## config.mk

```make
export PLATFORM = sky130hd
export DESIGN_NAME = opnd_fetch_seq
export DESIGN_NICKNAME = d
export VERILOG_FILES = /design/src/rtl/opnd_fetch_seq.sv
export SDC_FILE = /design/constraint.sdc
export NUM_CORES = 2
export LEC_CHECK = 0
export ABC_AREA = 1
export BUFFER_PORTS_ARGS = -buffer_cell sky130_fd_sc_hd__buf_4
export CAP_MARGIN = 20
export CORE_MARGIN = 4
export CORE_UTILIZATION = 24
export CTS_CLUSTER_SIZE = 8
export DETAILED_ROUTE_END_ITERATION = 8
export SLEW_MARGIN = 20
export SYNTH_ARGS = -nofsm -noshare
export SYNTH_HDL_FRONTEND = slang
export SYNTH_SLANG_ARGS = --single-unit
```

## constraint.sdc

```tcl
create_clock -name clk -period 17.1 [get_ports clk]
set_clock_uncertainty 0.05 [all_clocks]
set_input_delay 2.565 -clock clk [delete_from_list [all_inputs] [get_ports clk]]
set_output_delay 2.565 -clock clk [all_outputs]
set_load 0.01 [all_outputs]
```

## src/rtl/opnd_fetch_seq.sv

```systemverilog
// Operand fetch sequencer: captures a bundle of operand descriptors, resolves one slot per cycle.
// Optional macro OPND_HINT_FAULT_EN enables fault reporting for memory slots with no matching read hint.
module opnd_fetch_seq #(
    parameter int NUM_OPNDS = 3,
    parameter int NUM_HINTS = 2
) (
    input  logic                   clk,
    input  logic                   rst,
    input  logic                   in_valid,
    output logic                   in_ready,
    input  logic [2*NUM_OPNDS-1:0] opnd_kind,
    input  logic [3*NUM_OPNDS-1:0] opnd_regsel,
    input  logic [3*NUM_OPNDS-1:0] opnd_base_sel,
    input  logic [3*NUM_OPNDS-1:0] opnd_index_sel,
    input  logic [NUM_OPNDS-1:0]   opnd_base_en,
    input  logic [NUM_OPNDS-1:0]   opnd_index_en,
    input  logic [2*NUM_OPNDS-1:0] opnd_scale,
    input  logic [32*NUM_OPNDS-1:0] opnd_disp,
    input  logic [32*NUM_OPNDS-1:0] opnd_imm,
    input  logic [255:0]           regs,
    input  logic [NUM_HINTS-1:0]   hint_valid,
    input  logic [NUM_HINTS-1:0]   hint_is_write,
    input  logic [32*NUM_HINTS-1:0] hint_address,
    input  logic [32*NUM_HINTS-1:0] hint_data,
    output logic                   out_valid,
    input  logic                   out_ready,
    output logic [32*NUM_OPNDS-1:0] opnd_val,
    output logic [32*NUM_OPNDS-1:0] opnd_addr,
    output logic                   fault,
    output logic [1:0]             fault_idx
);

    typedef enum logic [1:0] {IDLE = 2'd0, RESOLVE = 2'd1, DONE = 2'd2} state_t;

    localparam logic [1:0] LAST_SLOT = 2'(NUM_OPNDS - 1);

    state_t                   state_q, state_d;
    logic [1:0]               cnt_q, cnt_d;
    logic                     in_ready_q, in_ready_d;
    logic                     out_valid_q, out_valid_d;
    logic [32*NUM_OPNDS-1:0]  val_q, val_d;
    logic [32*NUM_OPNDS-1:0]  addr_q, addr_d;

    // Captured transaction state
    logic [2*NUM_OPNDS-1:0]   kind_q, kind_d;
    logic [3*NUM_OPNDS-1:0]   regsel_q, regsel_d;
    logic [3*NUM_OPNDS-1:0]   base_sel_q, base_sel_d;
    logic [3*NUM_OPNDS-1:0]   index_sel_q, index_sel_d;
    logic [NUM_OPNDS-1:0]     base_en_q, base_en_d;
    logic [NUM_OPNDS-1:0]     index_en_q, index_en_d;
    logic [2*NUM_OPNDS-1:0]   scale_q, scale_d;
    logic [32*NUM_OPNDS-1:0]  disp_q, disp_d;
    logic [32*NUM_OPNDS-1:0]  imm_q, imm_d;
    logic [255:0]             regs_q, regs_d;
    logic [NUM_HINTS-1:0]     hv_q, hv_d;
    logic [NUM_HINTS-1:0]     hw_q, hw_d;
    logic [32*NUM_HINTS-1:0]  ha_q, ha_d;
    logic [32*NUM_HINTS-1:0]  hd_q, hd_d;

`ifdef OPND_HINT_FAULT_EN
    logic                     fault_q, fault_d;
    logic [1:0]               fault_idx_q, fault_idx_d;
`endif

    // Current slot decode
    logic [1:0]  cur_kind;
    logic [2:0]  cur_regsel, cur_base_sel, cur_index_sel;
    logic        cur_base_en, cur_index_en;
    logic [1:0]  cur_scale;
    logic [31:0] cur_disp, cur_imm;
    logic [31:0] base_v, index_v, eff_addr;
    logic        hit;
    logic [31:0] hit_data;
    logic [31:0] res_val, res_addr;

    function automatic logic [31:0] reg_lookup(input logic [255:0] r, input logic [2:0] sel);
        return r[{sel, 5'b0} +: 32];
    endfunction

    always_comb begin
        cur_kind      = '0;
        cur_regsel    = '0;
        cur_base_sel  = '0;
        cur_index_sel = '0;
        cur_base_en   = 1'b0;
        cur_index_en  = 1'b0;
        cur_scale     = '0;
        cur_disp      = '0;
        cur_imm       = '0;
        for (int k = 0; k < NUM_OPNDS; k++) begin
            if (cnt_q == 2'(k)) begin
                cur_kind      = kind_q[2*k +: 2];
                cur_regsel    = regsel_q[3*k +: 3];
                cur_base_sel  = base_sel_q[3*k +: 3];
                cur_index_sel = index_sel_q[3*k +: 3];
                cur_base_en   = base_en_q[k];
                cur_index_en  = index_en_q[k];
                cur_scale     = scale_q[2*k +: 2];
                cur_disp      = disp_q[32*k +: 32];
                cur_imm       = imm_q[32*k +: 32];
            end
        end

        base_v   = cur_base_en  ? reg_lookup(regs_q, cur_base_sel)  : 32'd0;
        index_v  = cur_index_en ? reg_lookup(regs_q, cur_index_sel) : 32'd0;
        eff_addr = base_v + (index_v << cur_scale) + cur_disp;

        // Descending scan so the lowest-numbered matching read hint wins
        hit      = 1'b0;
        hit_data = '0;
        for (int h = NUM_HINTS - 1; h >= 0; h--) begin
            if (hv_q[h] && !hw_q[h] && (ha_q[32*h +: 32] == eff_addr)) begin
                hit      = 1'b1;
                hit_data = hd_q[32*h +: 32];
            end
        end

        res_val  = '0;
        res_addr = '0;
        case (cur_kind)
            2'b01:   res_val = reg_lookup(regs_q, cur_regsel);
            2'b10:   res_val = cur_imm;
            2'b11: begin
                res_addr = eff_addr;
                res_val  = hit ? hit_data : 32'd0;
            end
            default: ;
        endcase
    end

    always_comb begin
        state_d     = state_q;
        cnt_d       = cnt_q;
        in_ready_d  = in_ready_q;
        out_valid_d = out_valid_q;
        val_d       = val_q;
        addr_d      = addr_q;
        kind_d      = kind_q;
        regsel_d    = regsel_q;
        base_sel_d  = base_sel_q;
        index_sel_d = index_sel_q;
        base_en_d   = base_en_q;
        index_en_d  = index_en_q;
        scale_d     = scale_q;
        disp_d      = disp_q;
        imm_d       = imm_q;
        regs_d      = regs_q;
        hv_d        = hv_q;
        hw_d        = hw_q;
        ha_d        = ha_q;
        hd_d        = hd_q;
`ifdef OPND_HINT_FAULT_EN
        fault_d     = fault_q;
        fault_idx_d = fault_idx_q;
`endif

        case (state_q)
            IDLE: begin
                if (in_valid && in_ready_q) begin
                    kind_d      = opnd_kind;
                    regsel_d    = opnd_regsel;
                    base_sel_d  = opnd_base_sel;
                    index_sel_d = opnd_index_sel;
                    base_en_d   = opnd_base_en;
                    index_en_d  = opnd_index_en;
                    scale_d     = opnd_scale;
                    disp_d      = opnd_disp;
                    imm_d       = opnd_imm;
                    regs_d      = regs;
                    hv_d        = hint_valid;
                    hw_d        = hint_is_write;
                    ha_d        = hint_address;
                    hd_d        = hint_data;
                    cnt_d       = '0;
                    in_ready_d  = 1'b0;
                    state_d     = RESOLVE;
`ifdef OPND_HINT_FAULT_EN
                    fault_d     = 1'b0;
                    fault_idx_d = '0;
`endif
                end
            end
            RESOLVE: begin
                for (int k = 0; k < NUM_OPNDS; k++) begin
                    if (cnt_q == 2'(k)) begin
                        val_d[32*k +: 32]  = res_val;
                        addr_d[32*k +: 32] = res_addr;
                    end
                end
`ifdef OPND_HINT_FAULT_EN
                if ((cur_kind == 2'b11) && !hit && !fault_q) begin
                    fault_d     = 1'b1;
                    fault_idx_d = cnt_q;
                end
`endif
                if (cnt_q == LAST_SLOT) begin
                    state_d = DONE;
                end else begin
                    cnt_d = cnt_q + 2'd1;
                end
            end
            DONE: begin
                // out_valid rises one cycle after entering DONE; only a visible valid can drain
                out_valid_d = 1'b1;
                if (out_valid_q && out_ready) begin
                    out_valid_d = 1'b0;
                    in_ready_d  = 1'b1;
                    state_d     = IDLE;
                end
            end
            default: begin
                state_d    = IDLE;
                in_ready_d = 1'b1;
            end
        endcase
    end

    always_ff @(posedge clk) begin
        if (rst) begin
            state_q     <= IDLE;
            cnt_q       <= '0;
            in_ready_q  <= 1'b1;
            out_valid_q <= 1'b0;
            val_q       <= '0;
            addr_q      <= '0;
            kind_q      <= '0;
            regsel_q    <= '0;
            base_sel_q  <= '0;
            index_sel_q <= '0;
            base_en_q   <= '0;
            index_en_q  <= '0;
            scale_q     <= '0;
            disp_q      <= '0;
            imm_q       <= '0;
            regs_q      <= '0;
            hv_q        <= '0;
            hw_q        <= '0;
            ha_q        <= '0;
            hd_q        <= '0;
`ifdef OPND_HINT_FAULT_EN
            fault_q     <= 1'b0;
            fault_idx_q <= '0;
`endif
        end else begin
            state_q     <= state_d;
            cnt_q       <= cnt_d;
            in_ready_q  <= in_ready_d;
            out_valid_q <= out_valid_d;
            val_q       <= val_d;
            addr_q      <= addr_d;
            kind_q      <= kind_d;
            regsel_q    <= regsel_d;
            base_sel_q  <= base_sel_d;
            index_sel_q <= index_sel_d;
            base_en_q   <= base_en_d;
            index_en_q  <= index_en_d;
            scale_q     <= scale_d;
            disp_q      <= disp_d;
            imm_q       <= imm_d;
            regs_q      <= regs_d;
            hv_q        <= hv_d;
            hw_q        <= hw_d;
            ha_q        <= ha_d;
            hd_q        <= hd_d;
`ifdef OPND_HINT_FAULT_EN
            fault_q     <= fault_d;
            fault_idx_q <= fault_idx_d;
`endif
        end
    end

    assign in_ready  = in_ready_q;
    assign out_valid = out_valid_q;
    assign opnd_val  = val_q;
    assign opnd_addr = addr_q;
`ifdef OPND_HINT_FAULT_EN
    assign fault     = fault_q;
    assign fault_idx = fault_idx_q;
`else
    assign fault     = 1'b0;
    assign fault_idx = 2'b00;
`endif

endmodule
```

==> results_dict.tcl <==
set metrics [dict create \
    status "complete, but fails checks" \
    failed_checks "DRC" \
    post_cts_resized 0 \
    die-height_um 430 \
    placed_cell_area_mm2 0.0507 \
    setup_viol 0 \
    drive_above_1_share 0.164 \
    grt_max_degree 155 \
    power.share.switching 0.476 \
    ys_types 54 \
    syn2layout_area_growth_pct 26.6 \
    yosysWarnings 0 \
    die_x_um 430 \
    gp_congestion 0.939 \
    gate_count_after_technology_mapping 6338 \
    power.share.sequential 0.267 \
    route.detailed.wl_per_inst_um 24.9 \
    clock-sinks 823 \
    synth.avg_cell_area_um2 6.73 \
    worst_hold_path.endpoint "imm_q[55]" \
    hpwl_um 177000 \
    clkLatencyLatePin_ns 0.78 \
    top_cell_type_s_share_of_synthesized_area 0.386 \
    startpoint_of_the_most_critical_register_to_register_path "cnt_q[1]" \
    seqCellArea_mm2 0.0165 \
    tritoncts.num_buffers 116 \
    synth-seq-area-share 0.386 \
    fin_crit_sh 0.577 \
    detail_route.first_pass.iterations 9 \
    global_route.overflow_total 0 \
    report.final.slew_viol_count 0 \
    vias 47047 \
    vias_per_cell 5.07 \
    route.antenna.remaining_nets 0 \
    total_of_max_cap_violations 0 \
    postLayoutCellArea_mm2 0.0540 \
    hold_path.class "register to register" \
    switchingPower_mw 4.28 \
    synth_enable_flop_cells 0 \
    power.share.clock 0.241 \
    final_cell_mix "sky130_fd_sc_hd__o21ai_0, sky130_fd_sc_hd__nor2_1, sky130_fd_sc_hd__buf_4" \
    static-leakage-power_nw 24.1 \
    pin_count 826 \
    placementRows 154 \
    hold-path-cell-count 2 \
    initial_utilization 0.242 \
    drt_iter0_drc 4737 \
    timing.critical_path.from_type "register" \
    multi_input_comb_area_mm2 0.0228 \
    layout_min_cycle_time_ns 9.87 \
    critPathRequiredTime_ns 17.77 \
    coreArea_mm2 0.176 \
    grt_pass1_vias 44385 \
    finalSetupTns_ns 0 \
    hold_viol 0 \
    timing.critical_path.to_type "register" \
    fmaxAchievable_ghz 0.101 \
    maxSlewHeadroom 0.211 \
    grt_pass1_wl_um 321000 \
    cts_tree "done" \
    crit_slowest_cell "sky130_fd_sc_hd__buf_4" \
    aggregate_global_route_resource_usage 0.237 \
    timing.rr.end "opnd_val[63]" \
    grt_antenna_before_repair 87 \
    numPortBuffers 822 \
    fill_cells 19215 \
    ir_worst_vdd_mv 0.0886 \
    worst-r2r-setup-slack_ns 7.23 \
    fp.dieArea_mm2 0.185 \
    startpoint_of_the_most_critical_hold_path "imm_q[55]" \
    dominantRegCellSynth "sky130_fd_sc_hd__dfxtp_1" \
    cts_setup_buffers 0 \
    ctsHtreeMaxLevel 3 \
    grt_setup_unrepaired "false" \
    ys_seq_elements 823 \
    power-per-cell-area_mw_per_mm2 167 \
    worst-setup-path-type "register to register" \
    arrival_ns 10.54 \
    cellInternalPower_mw 4.72 \
    cpMostUsedCell "sky130_fd_sc_hd__nand2_1" \
    timing_worst_slew_pin_value_ns 1.18 \
    most_common_cell_after_layout_fill_and_taps_aside "sky130_fd_sc_hd__o21ai_0" \
    drt_wl_total_um 231000 \
    clockBufferDepth 3 \
    drc_errors 1 \
    clk_pin_slew_ns 0.06 \
    r2r_cells 36 \
    async_reset_ff_frac 0 \
    nets 7564 \
    post_synthesis_instance_area_mm2 0.0427 \
    comb_power_share 0.492 \
    worstPathMaxFanout 79 \
    clk_root_buffer_cell "sky130_fd_sc_hd__clkbuf_16" \
    yosys-top-cells-area "sky130_fd_sc_hd__dfxtp_1, sky130_fd_sc_hd__o21ai_0, sky130_fd_sc_hd__nor2_1, sky130_fd_sc_hd__nand2_1, sky130_fd_sc_hd__a21oi_1" \
    max_stage_delay_ns 0.77 \
    yosysTopAreaCell "sky130_fd_sc_hd__dfxtp_1" \
    cts-hold-fix-buffers 0 \
]
-- worst max-delay path by stage --
stage               startpoint           end  slack, ns  cells after the start
finish                cnt_q[1]  opnd_val[63]       7.23                     36
floorplan             cnt_q[0]  opnd_val[37]      11.12                     43
global placement      cnt_q[1]  opnd_val[12]       7.19                     37
CTS                   cnt_q[1]  opnd_val[20]       7.20                     37
detailed placement    cnt_q[1]  opnd_val[52]       7.23                     37
global route          cnt_q[1]  opnd_val[19]       6.52                     36
-- per-layer routing --
layer  global-route usage  up-vias  share of wire
met2                0.397     2112           0.48
li1                     -    22198              -
met1                0.287    22286           0.39
met3               0.0415      435          0.069
met5                    0        -        0.00044
met4                0.135       16          0.058
-- state kept, by name (all words and copies together), names as in the netlist, 3 cells and up --
signal and flops:
base_sel_q 9, scale_q 6, index_sel_q 9, hd_q 64
regs_q 256, opnd_addr 96, ha_q 64, index_en_q 3
opnd_val 96, kind_q 6, base_en_q 3, disp_q 96
imm_q 96, regsel_q 9
-- power groups by stage --
stage	registers (mW)	logic [mW]	clock network [mW]
2_1_floorplan	2.36	2.73	0
3_3_place_gp	2.43	4.35	0
3_5_place_dp	2.43	4.38	0
4_1_cts	2.40	4.40	2.21
5_1_grt	2.42	4.86	2.28
6_report	2.40	4.43	2.17
-- critical path: cells and delay by family (launching register included) --
family	cells	cell delay, ns
flip-flops	1	0.32
AND/OR/NAND/NOR	21	4.11
adder cells (fa/ha/maj)	3	1.32
buffers and inverters	5	2.16
AO/OA/AOI/OAI	7	1.78
-- cell usage after synthesis (7+ instances only) --
cell,instances
sky130_fd_sc_hd__nand3_2,12
sky130_fd_sc_hd__inv_1,441
sky130_fd_sc_hd__dfxtp_1,823
sky130_fd_sc_hd__buf_1,22
sky130_fd_sc_hd__nand4_1,29
sky130_fd_sc_hd__a22oi_1,33
sky130_fd_sc_hd__o21a_1,99
sky130_fd_sc_hd__ha_1,33
sky130_fd_sc_hd__nor3_1,10
sky130_fd_sc_hd__nor2_1,1183
sky130_fd_sc_hd__clkbuf_1,434
sky130_fd_sc_hd__fa_1,32
sky130_fd_sc_hd__buf_2,16
sky130_fd_sc_hd__nand3_1,357
sky130_fd_sc_hd__a21oi_1,478
sky130_fd_sc_hd__o221ai_1,28
sky130_fd_sc_hd__o221a_2,27
sky130_fd_sc_hd__nand2_1,819
sky130_fd_sc_hd__o211ai_1,145
sky130_fd_sc_hd__o21ai_0,1187
sky130_fd_sc_hd__inv_2,9
sky130_fd_sc_hd__nand2_2,18
sky130_fd_sc_hd__nand3b_1,14
sky130_fd_sc_hd__xor2_1,7
sky130_fd_sc_hd__mux2i_1,13
-- cell type report --
| class | count | share of cell area |
|---|---|---|
| Tap cell | 2340 | 0.0542 |
| Sequential cell | 823 | 0.305 |
| Timing Repair Buffer | 894 | 0.126 |
| Clock buffer | 125 | 0.0553 |
| Inverter | 453 | 0.0319 |
| Clock inverter | 12 | 0.00408 |
| Multi-Input combinational cell | 4582 | 0.422 |
| Antenna cell | 45 | 0.00208 |
-- metrics by stage --
step           power [mW]  hold slack [ns]  utilization  setup WS, ns  instances
2_1_floorplan        5.09            0.379            -         11.12       6340
3_3_place_gp         6.78            0.393        0.287          7.19       9089
3_5_place_dp         6.81            0.397        0.287          7.23       9091
4_1_cts              9.01            0.407        0.305          7.20       9228
5_1_grt              9.56            0.422        0.306          6.52       9269
6_report             9.00            0.404        0.306          7.23       9274
-- cell families after synthesis --
group	after synthesis	synth area share
buffers and inverters	935	0.0840
DFF	823	0.386
other	1	0.0000879
xor gates and xnor gates	11	0.00325
and+or+nand+nor	2459	0.235
adders and majority gates	65	0.0247
muxes	13	0.00305
AOI/OAI and AO/OA	2031	0.264
(Power assumes the default switching activity.)
